===== src/rtl/mesm6_arb_pkg.sv =====
// Shared types and default widths for the mesm6 memory bus arbiter.
package mesm6_arb_pkg;

  localparam int ARB_AW = 15;
  localparam int ARB_DW = 48;

  typedef enum logic [2:0] {
    IDLE,
    GRANT_I,
    GRANT_D,
    WAIT,
    RESP
  } arb_state_t;

  typedef enum logic {
    OWN_I,
    OWN_D
  } owner_t;

endpackage


===== src/rtl/mesm6_arb_timer.sv =====
// WAIT-state watchdog for the mesm6 arbiter.
// Counts consecutive WAIT cycles and flags expiry so that the strobe has been
// held for exactly TIMEOUT cycles (one GRANT cycle plus TIMEOUT-1 WAIT cycles).
module mesm6_arb_timer #(
  parameter int TIMEOUT = 255
) (
  input  logic clk,
  input  logic reset_n,
  input  logic run_i,
  output logic expired_o
);

  localparam int TW = $clog2(TIMEOUT);

  logic [TW-1:0] cnt_q;

  assign expired_o = run_i && (cnt_q == TW'(TIMEOUT - 2));

  // Clear outside WAIT, count up while waiting, freeze once expired.
  always_ff @(posedge clk or negedge reset_n) begin
    if (!reset_n) begin
      cnt_q <= '0;
    end else if (!run_i) begin
      cnt_q <= '0;
    end else if (!expired_o) begin
      cnt_q <= cnt_q + 1'b1;
    end
  end

endmodule


===== src/rtl/mesm6_membus_arbiter.sv =====
// Shares one single-ported memory between the mesm6 instruction and data buses.
// Data bus has priority, limited to DBUS_BURST consecutive grants while an
// instruction fetch is pending.
// Optional watchdog: define MESM6_ARB_TIMEOUT_EN to abort accesses whose
// mem_done never arrives (bus_error pulses with the done); otherwise bus_error is 0.
//
// Request/done handshake: a request is a level held by the core until the
// matching done pulse (one cycle). Once granted, an access always runs to
// completion and its done is always pulsed, even if the request is withdrawn.
// Requests are not sampled in RESP; the core may change them from then on.
module mesm6_membus_arbiter
  import mesm6_arb_pkg::*;
#(
  parameter int AW         = ARB_AW,
  parameter int DW         = ARB_DW,
  parameter int DBUS_BURST = 4,
  parameter int TIMEOUT    = 255
) (
  input  logic          clk,
  input  logic          reset_n,
  input  logic          ibus_fetch,
  input  logic [AW-1:0] ibus_addr,
  output logic [DW-1:0] ibus_input,
  output logic          ibus_done,
  input  logic          dbus_read,
  input  logic          dbus_write,
  input  logic [AW-1:0] dbus_addr,
  input  logic [DW-1:0] dbus_output,
  output logic [DW-1:0] dbus_input,
  output logic          dbus_done,
  output logic          mem_read,
  output logic          mem_write,
  output logic [AW-1:0] mem_addr,
  output logic [DW-1:0] mem_wdata,
  input  logic [DW-1:0] mem_rdata,
  input  logic          mem_done,
  output logic          bus_error,
  output arb_state_t    dbg_state
);

  localparam int BW = $clog2(DBUS_BURST + 1);

  arb_state_t    state_q;
  owner_t        owner_q;
  logic [BW-1:0] burst_q;
  logic [AW-1:0] addr_q;
  logic [DW-1:0] wdata_q;
  logic [DW-1:0] irdata_q;
  logic [DW-1:0] drdata_q;
  logic          rd_q;
  logic          wr_q;
  logic          idone_q;
  logic          ddone_q;
  logic          err_q;

  logic          dbus_pend;
  logic          dbus_wins;
  logic          timeout_hit;

  assign dbus_pend = dbus_read | dbus_write;
  assign dbus_wins = dbus_pend && ((burst_q < BW'(DBUS_BURST)) || !ibus_fetch);

`ifdef MESM6_ARB_TIMEOUT_EN
  mesm6_arb_timer #(
    .TIMEOUT (TIMEOUT)
  ) u_timer (
    .clk       (clk),
    .reset_n   (reset_n),
    .run_i     (state_q == WAIT),
    .expired_o (timeout_hit)
  );
`else
  // TIMEOUT only matters when the watchdog is built.
  localparam bit TIMEOUT_OK = (TIMEOUT >= 2);
  assign timeout_hit = 1'b0 && TIMEOUT_OK;
`endif

  // Arbitration FSM; every output is a register written here.
  always_ff @(posedge clk or negedge reset_n) begin
    if (!reset_n) begin
      state_q  <= IDLE;
      owner_q  <= OWN_I;
      burst_q  <= '0;
      addr_q   <= '0;
      wdata_q  <= '0;
      irdata_q <= '0;
      drdata_q <= '0;
      rd_q     <= 1'b0;
      wr_q     <= 1'b0;
      idone_q  <= 1'b0;
      ddone_q  <= 1'b0;
      err_q    <= 1'b0;
    end else begin
      idone_q <= 1'b0;
      ddone_q <= 1'b0;
      err_q   <= 1'b0;
      case (state_q)
        IDLE: begin
          if (!ibus_fetch) begin
            burst_q <= '0;
          end
          if (dbus_wins) begin
            state_q <= GRANT_D;
            owner_q <= OWN_D;
            addr_q  <= dbus_addr;
            wdata_q <= dbus_output;
            rd_q    <= ~dbus_write;
            wr_q    <= dbus_write;
            if (ibus_fetch) begin
              burst_q <= burst_q + 1'b1;
            end
          end else if (ibus_fetch) begin
            state_q <= GRANT_I;
            owner_q <= OWN_I;
            addr_q  <= ibus_addr;
            rd_q    <= 1'b1;
            wr_q    <= 1'b0;
            burst_q <= '0;
          end
        end
        GRANT_I, GRANT_D: begin
          state_q <= WAIT;
        end
        WAIT: begin
          if (mem_done) begin
            rd_q    <= 1'b0;
            wr_q    <= 1'b0;
            state_q <= RESP;
            if (owner_q == OWN_I) begin
              irdata_q <= mem_rdata;
              idone_q  <= 1'b1;
            end else begin
              if (!wr_q) begin
                drdata_q <= mem_rdata;
              end
              ddone_q <= 1'b1;
            end
          end else if (timeout_hit) begin
            rd_q    <= 1'b0;
            wr_q    <= 1'b0;
            err_q   <= 1'b1;
            state_q <= RESP;
            if (owner_q == OWN_I) begin
              irdata_q <= '0;
              idone_q  <= 1'b1;
            end else begin
              drdata_q <= '0;
              ddone_q  <= 1'b1;
            end
          end
        end
        RESP: begin
          state_q <= IDLE;
        end
        default: begin
          state_q <= IDLE;
        end
      endcase
    end
  end

  assign ibus_input = irdata_q;
  assign ibus_done  = idone_q;
  assign dbus_input = drdata_q;
  assign dbus_done  = ddone_q;
  assign mem_read   = rd_q;
  assign mem_write  = wr_q;
  assign mem_addr   = addr_q;
  assign mem_wdata  = wdata_q;
  assign bus_error  = err_q;
  assign dbg_state  = state_q;

endmodule


===== config.mk =====
export PLATFORM = sky130hd
export DESIGN_NAME = mesm6_membus_arbiter
export DESIGN_NICKNAME = d
export VERILOG_FILES = /design/src/rtl/mesm6_arb_pkg.sv /design/src/rtl/mesm6_arb_timer.sv /design/src/rtl/mesm6_membus_arbiter.sv
export SDC_FILE = /design/constraint.sdc
export NUM_CORES = 1
export LEC_CHECK = 0
export BUFFER_PORTS_ARGS = -buffer_cell sky130_fd_sc_hd__buf_2
export CAP_MARGIN = 20
export CORE_MARGIN = 2
export CORE_UTILIZATION = 46
export CTS_BUF_LIST = sky130_fd_sc_hd__clkbuf_8
export CTS_CLUSTER_SIZE = 28
export DETAILED_ROUTE_END_ITERATION = 8
export PLACE_DENSITY = 0.77
export SLEW_MARGIN = 40
export SYNTH_ARGS = -nofsm -noshare
export SYNTH_HDL_FRONTEND = slang
export SYNTH_SLANG_ARGS = --single-unit

===== constraint.sdc =====
create_clock -name clk -period 5.75 [get_ports clk]
set_input_delay 1.725 -clock clk [delete_from_list [all_inputs] [get_ports clk]]
set_output_delay 1.725 -clock clk [all_outputs]
set_load 0.005 [all_outputs]

Word level (Yosys, flattened, before mapping)
Index checks and enable logic that the tools add are counted.

cells by class
  equal/unequal tests = 5
  add/sub/neg operators = 1
  bitwise operators = 4
  reduce and logical (&&, ||, !) cells = 13
  muxes and demuxes = 22
  $lt $le $gt $ge = 1

operators with widths
  kind                   count
  $mux W15               2
  $mux W3                5
  $mux W1                12
  $pmux W3 S3            1
  $eq A3 B2 Y1 const B   2
  $reduce_and A2 Y1      3
  $reduce_and A3 Y1      2
  $pmux W1 S2            2
  $reduce_and A4 Y1      1
  $reduce_bool A2 Y1     2
  $add A3 B1 Y3 const B  1
  $eq A3 B1 Y1 const B   1
  $logic_not A3 Y1       1
  $lt A3 B3 Y1 const B   1
  $ne A3 B3 Y1 const B   1
  $not A1 Y1             3
  $ne A2 B2 Y1 const B   1
  $reduce_or A2 Y1       1
  $logic_and A1 B1 Y1    1
  $logic_not A1 Y1       1
  $logic_or A1 B1 Y1     1
  $or A1 B1 Y1           1

storage, ports and cells
  output and inout bits = 167
  logic and storage cells = 57
  flip-flop bits (word level) = 170
  bits of input ports = 132

Longest topological paths before layout
  word-level depth = 5
  mapped depth = 6
  mapped depth without buffers = 4

Worst setup path after synthesis
Ideal clock, no wire load.

  path kind = input port to flip-flop
  start point = in dbus_read
  end point = reg addr_q[5], in the netlist mem_addr[5]
  setup time = 0.125 ns
  arrival = 3.017 ns
  setup slack = 2.608 ns
  required time = 5.625 ns
  cell stages on the path = 4
  path buffers = 1
  cells stage by stage = o2bb2ai_1 > buf_2 > mux2_2 > mux2_2

on the way
  longest elaborated chain between the ends = 4
  elaborated cells on any way between the ends = 5
  classes of those cells = 1 x mux; 1 x bitwise; 3 x reduce/logical

ends and longest elaborated chain
  item                                 line                         source
  from (decl)                          mesm6_membus_arbiter.sv:25   input logic dbus_read,
  $or A1 B1 Y1 (*)                     mesm6_membus_arbiter.sv:60   assign dbus_pend = dbus_read | dbus_write;
  $logic_and A1 B1 Y1 (*)              mesm6_membus_arbiter.sv:61   assign dbus_wins = dbus_pend && ((burst_q < BW'(DBUS_BURST)) || !ibus_fetch);
  $reduce_bool A2 Y1 (no source line)  -
  $reduce_and A2 Y1 (no source line)   -
  to (signal assigned)                 mesm6_membus_arbiter.sv:105  addr_q <= dbus_addr;
  to (signal assigned)                 mesm6_membus_arbiter.sv:115  addr_q <= ibus_addr;
  to (decl)                            mesm6_membus_arbiter.sv:46   logic [AW-1:0] addr_q;

Mark *: on every way between the ends. The rest lies on a longest branch, timed or not.
A chain may end at the register's enable or synchronous reset.

Final worst setup path
  start point = in mem_done
  end point = reg irdata_q[16], in the netlist ibus_input[16]

on the way
  longest elaborated chain between the ends = 1

ends and longest elaborated chain
  item                                line                         source
  from (decl)                         mesm6_membus_arbiter.sv:36   input logic mem_done,
  $reduce_and A3 Y1 (no source line)  -
  to (signal assigned)                mesm6_membus_arbiter.sv:130  irdata_q <= mem_rdata;
  to (decl)                           mesm6_membus_arbiter.sv:48   logic [DW-1:0] irdata_q;

No other way between the ends.

==> flow_summary.toml <==
[run_status]
status = "complete, no violations"

[pwr]
ir_worst_vdd_mv = 0.2649
power.total_mw = 4.872
leakage_nw = 4.525
pwr_density_cell_nw_per_um2 = 549.7

[critical_path]
slowest_stage = "nor2_4"
crit_chain = "buf_2 > nand4b_1 > nor2_4 > buf_16 > buf_4 > mux2_2"
required_ps = 6080
r2r_slack_ps = 3470
reg2reg_to = "ibus_input[16]"
worst_setup_path_end_kind = "flop"
critical-path-max-stage-delay_ps = 480
cp.arrival_ps = 3500
startpoint = "mem_done"
reg2reg_depth = 5
crit_type = "in2reg"
startpoint_type = "input pin"
crit_end = "ibus_input[16]"
path_max_fanout = 22
r2r-start = "dbg_state[2]"

[finish]
fill_cells = 1124
seq_area_um2 = 4254
stdcell_count = 899
drive_gt1_share_pct = 72.17
fin_area_um2 = 8862
multiInputGateArea_um2 = 2346
antenna_cells = 0
nets = 835
post-route-util_pct = 61.21
areaGrowthSynthToFinish_pct = 30.92

[placed_design]
dp.cells = 866
gp_congestion = 0.8114
place_area_um2 = 8399
port_buffers = 297
dp_slack_ps = 1856
hpwl_mm = 11.64

[synthesis]
synth.avg_cell_area_um2 = 17.01
synthTopCellsByArea = "dfrtp_1 63%, mux2_2 21%, mux2_4 10%"
ys_ff_latch = 170
syn_nets = 531
yosysWarnings = 0
synthArstFlopShare_pct = 100.0
synth_top_area_share_pct = 62.85
ys_types = 28
ys_seq_area_share_pct = 62.85
synth_most_common_cell = "dfrtp_1"
synth_area_leader_cell = "dfrtp_1"
synthTopCellsByCount = "170 x dfrtp_1, 128 x mux2_2, 47 x mux2_4, 11 x buf_2, 5 x nand2_1"
netlist_area_um2 = 6769
syn_inst = 398
ys.flop_type = "dfrtp_1"
synth_edf_count = 0

[grt]
grt_max_degree = 78
grt_use_total_pct = 20.09
grt_pass1_vias = 4800
grt_pass1_wl_mm = 24.85
antenna_found_initial = 1
grt_overflow_total = 0

[routing]
dr.pass1.iters = 4
drtIter0Drc = 159
route.detailed.drc = 0
vias = 4446
drt-total-wl_mm = 15.48
wire_per_inst_um = 17.22
via_per_inst = 4.945
postRouteAntennaNets = 0

[sta]
rsz0062_at_grt = "no"
period_needed_ps = 3167
tns_ps = 0
worst_slack_ps = 2583
whs_ps = 506.6
finClkSkew_ps = 9.606
finalHoldViolations = 0
post-route-period-util_pct = 55.08
maxSlewViolCount = 0
fmax_mhz = 315.7
worst_pin_slew_ps = 657.4
slew_headroom_pct = 56.17
setup_viol = 0

[die]
placementRows = 44
core_um2 = 14480
die_w_um = 125.3
start_util_pct = 46.75
dieArea_um2 = 15700
die_h_um = 125.3
num_io_pins = 299

[hold_path]
min_from = "dbus_input[41]"
min_path_type = "reg2reg"

[clocking]
cts_buffers = 17
cts_hold_buf = 0
clkLatencyLatePin_ps = 440
cts_root_buf = "clkbuf_8"
post_cts_buffers = 0
cts_tree = "done"
clkTransAtPathRegs_ps = 80
cts_max_level = 4
max-clock-path-buffers = 2
cts_num_sinks = 170
cts.repair.resized = 0

[job]
maxCapViolCount = 0
## sequential cells by signal, indices dropped and copies added, names as in the netlist, 3 cells and up
| name | count |
|---|---|
| dbus_input | 48 |
| burst_q | 3 |
| ibus_input | 48 |
| mem_addr | 15 |
| dbg_state | 3 |
| mem_wdata | 48 |
## report_power, final
| group | total [mW] | switching (mW) | internal (mW) |
|---|---|---|---|
| logic | 1.85 | 0.712 | 1.14 |
| clock network | 0.890 | 0.431 | 0.458 |
| registers | 2.13 | 0.326 | 1.80 |
| total | 4.87 | 1.47 | 3.40 |
## worst min-delay path by stage
stage | to | cells past startpoint | slack [ps]
5_1_grt | ibus_input[28] | 1 | 510
6_report | dbus_input[41] | 1 | 510
3_5_place_dp | mem_wdata[16] | 1 | 490
3_3_place_gp | burst_q[1] | 2 | 480
2_1_floorplan | burst_q[1] | 2 | 450
4_1_cts | dbus_input[0] | 1 | 510
## kinds of logic after synthesis
kind of cell,Yosys count,share of synthesized area [%]
AOI/OAI and AO/OA,10,0.9244
DFF,170,62.85
and+or+nand+nor,18,1.331
other,1,0.05540
muxes,176,31.87
adders and majority gates,1,0.1848
buffers and inverters,22,2.791
## cell usage in the layout, fill, tap and decap left out
cell type / instances
a21boi_0: 1
a21o_1: 1
a21oi_1: 2
a31o_2: 1
and2_1: 1
buf_16: 2
buf_2: 296
buf_4: 6
buf_8: 1
bufinv_16: 3
clkbuf_8: 19
clkinv_2: 2
clkinv_4: 2
clkinvlp_4: 1
conb_1: 1
dfrtp_1: 170
ha_1: 1
inv_1: 3
inv_6: 3
inv_8: 1
mux2_2: 128
mux2_4: 47
mux2i_1: 1
nand2_1: 5
nand2b_1: 1
nand4b_1: 1
nor2_1: 3
nor2_4: 2
nor3_1: 1
nor3_2: 1
nor4_1: 1
o21ai_0: 4
o2bb2ai_1: 1
or2_4: 1
or3_1: 1
## worst max-delay path, delay by kind of cell
| family | cells | cell delay [ps] |
|---|---|---|
| AND/OR/NAND/NOR | 2 | 770 |
| multiplexers | 1 | 380 |
| buffers and inverters | 3 | 600 |
## routing by layer
metal | track usage [%] | routed length, um | vias to the layer above
li1 | - | - | 2013
met1 | 23.02 | 5836 | 2225
met2 | 35.39 | 8181 | 176
met3 | 6.076 | 1083 | 30
met4 | 7.778 | 366 | 2
met5 | 0 | 13 | -
## layout make-up
class / instances / area share, %
sequential: 170 / 48.00
multi-input combinational: 206 / 26.47
tap: 184 / 2.598
clock inverter: 13 / 1.878
timing repair buffer: 305 / 18.01
inverter: 2 / 0.08471
clock buffer: 19 / 2.951
No activity file was read; power rests on OpenSTA's default activity.
